--- src/rtl/acc_bank.sv ---
// Multi-channel signed block accumulator with a single-entry valid/ready result register.
// Optional build macro ACC_BANK_SAT_EN: saturating adds and a sticky sat_flag.
module acc_bank #(
    parameter int unsigned DATA_W    = 18,
    parameter int unsigned ACC_W     = 24,
    parameter int unsigned CHANNELS  = 4,
    parameter int unsigned BLOCK_LEN = 8,
    parameter int unsigned CH_W      = 2
) (
    input  logic              clk,
    input  logic              reset,
    input  logic              in_valid,
    output logic              in_ready,
    input  logic [CH_W-1:0]   in_ch,
    input  logic [DATA_W-1:0] in_data,
    input  logic              clear,
    output logic              out_valid,
    input  logic              out_ready,
    output logic [CH_W-1:0]   out_ch,
    output logic [ACC_W-1:0]  out_data,
    output logic              sat_flag
);

    localparam int unsigned CntW = (BLOCK_LEN > 1) ? $clog2(BLOCK_LEN) : 1;
    localparam logic [CntW-1:0] LastCnt = CntW'(BLOCK_LEN - 1);

    typedef enum logic [0:0] {StEmpty, StFull} out_state_e;

    out_state_e        state_q, state_d;
    logic [ACC_W-1:0]  acc_q [CHANNELS];
    logic [ACC_W-1:0]  acc_d [CHANNELS];
    logic [CntW-1:0]   cnt_q [CHANNELS];
    logic [CntW-1:0]   cnt_d [CHANNELS];
    logic [ACC_W-1:0]  out_data_q, out_data_d;
    logic [CH_W-1:0]   out_ch_q, out_ch_d;

    logic              ch_ok;
    logic              accept;
    logic              blk_done;
    logic [ACC_W-1:0]  acc_sel;
    logic [CntW-1:0]   cnt_sel;
    logic [ACC_W-1:0]  ext_data;
    logic [ACC_W-1:0]  sum;

    // Channel select; out-of-range indices match nothing and are dropped.
    always_comb begin
        acc_sel = '0;
        cnt_sel = '0;
        ch_ok   = 1'b0;
        for (int unsigned i = 0; i < CHANNELS; i++) begin
            if (in_ch == CH_W'(i)) begin
                acc_sel = acc_q[i];
                cnt_sel = cnt_q[i];
                ch_ok   = 1'b1;
            end
        end
    end

    assign ext_data = ACC_W'($signed(in_data));

`ifdef ACC_BANK_SAT_EN
    logic [ACC_W:0] sum_wide;
    logic           ovf;
    logic           sat_q, sat_d;

    always_comb begin
        sum_wide = {acc_sel[ACC_W-1], acc_sel} + {ext_data[ACC_W-1], ext_data};
        ovf      = sum_wide[ACC_W] ^ sum_wide[ACC_W-1];
        if (!ovf) begin
            sum = sum_wide[ACC_W-1:0];
        end else if (sum_wide[ACC_W]) begin
            sum = {1'b1, {(ACC_W-1){1'b0}}};
        end else begin
            sum = {1'b0, {(ACC_W-1){1'b1}}};
        end
        sat_d = clear ? 1'b0 : (sat_q | (accept & ovf));
    end

    always_ff @(posedge clk) begin
        if (reset) begin
            sat_q <= 1'b0;
        end else begin
            sat_q <= sat_d;
        end
    end

    assign sat_flag = sat_q;
`else
    assign sum      = acc_sel + ext_data;
    assign sat_flag = 1'b0;
`endif

    assign out_valid = (state_q == StFull);
    assign out_data  = out_data_q;
    assign out_ch    = out_ch_q;
    assign in_ready  = !clear && (!out_valid || out_ready);
    assign accept    = in_valid && in_ready && ch_ok;
    assign blk_done  = accept && (cnt_sel == LastCnt);

    always_comb begin
        for (int unsigned i = 0; i < CHANNELS; i++) begin
            acc_d[i] = acc_q[i];
            cnt_d[i] = cnt_q[i];
            if (clear) begin
                acc_d[i] = '0;
                cnt_d[i] = '0;
            end else if (accept && (in_ch == CH_W'(i))) begin
                if (blk_done) begin
                    acc_d[i] = '0;
                    cnt_d[i] = '0;
                end else begin
                    acc_d[i] = sum;
                    cnt_d[i] = cnt_q[i] + CntW'(1);
                end
            end
        end
    end

    // A completing accept while full can only happen with out_ready high, so it replaces in place.
    always_comb begin
        state_d    = state_q;
        out_data_d = out_data_q;
        out_ch_d   = out_ch_q;
        case (state_q)
            StEmpty: if (blk_done) state_d = StFull;
            StFull: begin
                if (blk_done) begin
                    state_d = StFull;
                end else if (out_ready) begin
                    state_d = StEmpty;
                end
            end
            default: state_d = StEmpty;
        endcase
        if (blk_done) begin
            out_data_d = sum;
            out_ch_d   = in_ch;
        end
    end

    always_ff @(posedge clk) begin
        if (reset) begin
            state_q    <= StEmpty;
            out_data_q <= '0;
            out_ch_q   <= '0;
            for (int unsigned i = 0; i < CHANNELS; i++) begin
                acc_q[i] <= '0;
                cnt_q[i] <= '0;
            end
        end else begin
            state_q    <= state_d;
            out_data_q <= out_data_d;
            out_ch_q   <= out_ch_d;
            for (int unsigned i = 0; i < CHANNELS; i++) begin
                acc_q[i] <= acc_d[i];
                cnt_q[i] <= cnt_d[i];
            end
        end
    end

endmodule
--- config.mk ---
export PLATFORM = sky130hd
export DESIGN_NAME = acc_bank
export DESIGN_NICKNAME = d
export VERILOG_FILES = /design/src/rtl/acc_bank.sv
export SDC_FILE = /design/constraint.sdc
export NUM_CORES = 1
export LEC_CHECK = 0
export CAP_MARGIN = 15
export CORE_MARGIN = 2
export CORE_UTILIZATION = 50
export CTS_CLUSTER_DIAMETER = 150
export DETAILED_ROUTE_END_ITERATION = 8
export PLACE_DENSITY = 0.7
export SLEW_MARGIN = 20
export SYNTH_ARGS = -nofsm -noshare
export SYNTH_HDL_FRONTEND = slang
export SYNTH_SLANG_ARGS = --single-unit
export TNS_END_PERCENT = 50
--- constraint.sdc ---
create_clock -name clk -period 4.85 [get_ports clk]
set_input_delay 0.485 -clock clk [delete_from_list [all_inputs] [get_ports clk]]
set_output_delay 0.485 -clock clk [all_outputs]
set_load 0.005 [all_outputs]
==> flow_summary.json <==
{
  "antenna_found_initial": 0,
  "preCtsSetupSlack_ns": 0.9234,
  "ir_drop_uv": 287.4,
  "ys_warn_count": 0,
  "cp_max_fo": 22,
  "synth_compound_area_share_pct": 20.12,
  "synth_mux_area_share_pct": 8.129,
  "rsz0062_at_grt": "no",
  "synth-seq-area-share_pct": 39.90,
  "path_class": "input port to flip-flop",
  "setup_tns_ns": 0,
  "synth_xor_area_share_pct": 2.827,
  "r2r-end": "acc_q[0][14]$_SDFFE_PP0P_",
  "hold_path_class": "flip-flop to flip-flop",
  "synth_top_area_share_pct": 39.90,
  "yosysTopAreaCell": "dfxtp_1",
  "initial_core_util_pct": 51.14,
  "synthCells": 775,
  "avgRoutedWirePerCell_um": 19.72,
  "areaGrowthSynthToFinish_pct": 17.62,
  "layout-drive-gt1-share_pct": 10.87,
  "r2r_slack_ns": 1.64,
  "reg2reg_from": "acc_q[3][0]$_SDFFE_PP0P_",
  "post_cts_buffers": 0,
  "start_kind": "input port",
  "clk_latency_ns": 0.43,
  "postCtsResizedCells": 0,
  "first_pass_iters": 5,
  "ctsHoldBuffers": 0,
  "synth_cell_type_count": 67,
  "core_sq_um": 13240,
  "synthesis.nets": 829,
  "crit_start": "in_ch[0]",
  "setup_viol": 0,
  "diodes": 0,
  "io_pins": 54,
  "setup.worst_path.end": "acc_q[0][14]$_SDFFE_PP0P_",
  "routed_via_density": 6.085,
  "timing.fmax_mhz": 276.1,
  "dp.final_hpwl_um": 13610,
  "htree_levels": 4,
  "drt-total-wl_um": 19620,
  "fillers": 1146,
  "skew_ns": 0.006683,
  "gp_congestion": 0.9921,
  "synthSimpleGateAreaFrac_pct": 19.73,
  "synthAdderAreaFrac_pct": 5.468,
  "min_period_ns": 3.622,
  "vias": 6055,
  "finalCritPeriodShare_pct": 74.69,
  "synthTopCellsByArea": "dfxtp_1, nand2_1, mux4_2, a21oi_1, ha_1",
  "powerDensity_nw_per_um2": 325.3,
  "max_slew.worst_pin.slew_ns": 0.9916,
  "drt_iter0_drc": 428,
  "fin_cells": 995,
  "drc": 0,
  "leakage_nw": 2.929,
  "syn_avg_cell_area_sq_um": 8.739,
  "fp.dieW_um": 120.4,
  "fin_nets": 862,
  "synth_edf_count": 0,
  "slew_violations": 0,
  "status": "finished, final reports clean",
  "synth_async_sr_flop_share_pct": 0,
  "numCtsBuffers": 17,
  "maxCapViolCount": 0,
  "die_h_um": 120.4,
  "syn_area_sq_um": 6773,
  "hold_depth": 2,
  "num_rows": 42,
  "endpoint_kind": "flip-flop",
  "critPathArrivalTime_ns": 3.90,
  "cts.clk_slew.worst_paths_ns": 0.05,
  "slew_headroom_pct": 33.90,
  "portBuffers": 52,
  "globalRouteOverflowTotal": 0,
  "placed_cells": 965,
  "finalWorstSetupSlack_ns": 1.228,
  "hold_violations": 0,
  "grt_first_pass_wirelength_um": 31100,
  "grt_max_degree": 57,
  "cts_root_buf": "clkbuf_16",
  "dieArea_sq_um": 14490,
  "worst_r2r_path_depth": 11,
  "required_ns": 5.13,
  "clock-sinks": 135,
  "ys.flop_type": "dfxtp_1",
  "grt_pass1_vias": 5784,
  "synth.ff_latch_count": 135,
  "synth_top_family_by_area": "compound AO/OA/AOI/OAI gates",
  "clockBufferDepth": 2,
  "ant_nets": 0,
  "grtUsageTotal_pct": 27.95,
  "cts_tree": "yes"
}
critical path: stages:
cell and delay (ns):
buf_2 0.52, mux4_2 0.58, ha_1 0.24, inv_1 0.09, fa_1 0.21, nor2b_1 0.07, o2111ai_1 0.24, nand2_1 0.15
a21oi_2 0.38, o21ai_0 0.20, xnor2_1 0.52, o21ai_0 0.20
sequential cells by signal, indices dropped and copies added, names as in the netlist:
signal	count
out_valid	1
acc_q	96
out_data	24
out_ch	2
cnt_q	12
worst min-delay path by stage:
stage / from / to / slack (ns)
2_1_floorplan: acc_q[1][14]$_SDFFE_PP0P_ / acc_q[1][14]$_SDFFE_PP0P_ / 0.42
3_3_place_gp: acc_q[3][23]$_SDFFE_PP0P_ / acc_q[3][23]$_SDFFE_PP0P_ / 0.43
3_5_place_dp: acc_q[3][14]$_SDFFE_PP0P_ / acc_q[3][14]$_SDFFE_PP0P_ / 0.44
4_1_cts: acc_q[3][14]$_SDFFE_PP0P_ / acc_q[3][14]$_SDFFE_PP0P_ / 0.45
5_1_grt: acc_q[3][6]$_SDFFE_PP0P_ / acc_q[3][6]$_SDFFE_PP0P_ / 0.48
6_report: out_data[12]$_SDFFE_PP0P_ / out_data[12]$_SDFFE_PP0P_ / 0.46
through the flow:
stage | hold slack, ns | power (mW) | area (sq um) | utilization [%]
floorplan | 0.4198 | 1.294 | 6773 | -
global placement | 0.4293 | 1.377 | 7413 | 55.98
detailed placement | 0.4424 | 1.379 | 7413 | 55.98
CTS | 0.4547 | 2.597 | 7966 | 60.16
global route | 0.4767 | 2.669 | 7966 | 60.16
finish | 0.4550 | 2.591 | 7966 | 60.16
Yosys cell counts, types with 3 or more instances:
cell type / number
nor4_1: 3
nand3_1: 18
nor3_1: 18
mux4_2: 24
o211ai_1: 3
and2_1: 4
buf_2: 13
xor2_1: 11
dfxtp_1: 135
a21o_1: 11
nor2_1: 65
a21oi_1: 86
nor3b_1: 5
a211o_1: 3
nand4_1: 5
nand2b_1: 5
o41ai_1: 5
nor2b_1: 6
inv_1: 4
a211oi_1: 4
a22oi_1: 8
o21ai_0: 42
ha_1: 28
buf_1: 5
a22o_1: 12
nand2_1: 146
a32o_1: 8
nand3b_1: 9
xnor2_1: 9
clkbuf_1: 30
a221o_1: 5
buf_4: 3
final cells by class:
cell class                 instances  area (sq um)  area share, %
clock inverter                    10         106.4          1.335
timing repair buffer              68         643.1          8.073
clock buffer                      20         446.7          5.607
inverter                           4         15.01         0.1885
multi-input combinational        582          3832          48.11
tap                              176         220.2          2.764
sequential                       135          2703          33.92
kinds of logic (layout without fill, tap and decap cells):
family                     after synthesis  count (layout)
DFF                                    135             135
and+or+nand+nor                        297             297
xor gates and xnor gates                21              21
buffers and inverters                   58             102
AOI/OAI and AO/OA                      209             209
muxes                                   25              25
adders and majority gates               29              29
other                                    1               1
power by group:
part           switching [mW]  internal [mW]
Sequential            0.00637           1.12
Combinational           0.148         0.0833
Clock                   0.475          0.757
layer usage:
| metal | share of wire, % | global-route usage [%] | wire, um |
|---|---|---|---|
| met5 | 0 | 0 | 0 |
| met1 | 43 | 37.07 | 8392 |
| met2 | 48 | 44.88 | 9492 |
| met3 | 6.5 | 6.132 | 1280 |
| met4 | 2.3 | 10.25 | 457 |
cell usage in the layout, fill, tap and decap left out, types with 3 or more instances in the layout:
master	instances
a32o_1	8
inv_1	4
xnor2_1	9
nor3b_1	3
a211o_1	3
clkdlybuf4s50_1	50
a22o_1	12
o211ai_1	3
ha_1	28
a21oi_1	86
nor4_1	3
a22oi_1	8
a211oi_1	4
o41ai_1	5
xor2_1	11
nor2b_1	6
nand3_1	18
nand4_1	5
nand3b_1	9
clkinv_2	6
nand2b_1	5
o21ai_0	42
nor3_1	18
a21o_1	11
nand2_1	146
mux4_2	24
a221o_1	5
clkbuf_16	17
buf_4	15
nor2_1	64
dfxtp_1	135
and2_1	4
No activity file was read; power rests on OpenSTA's default activity.
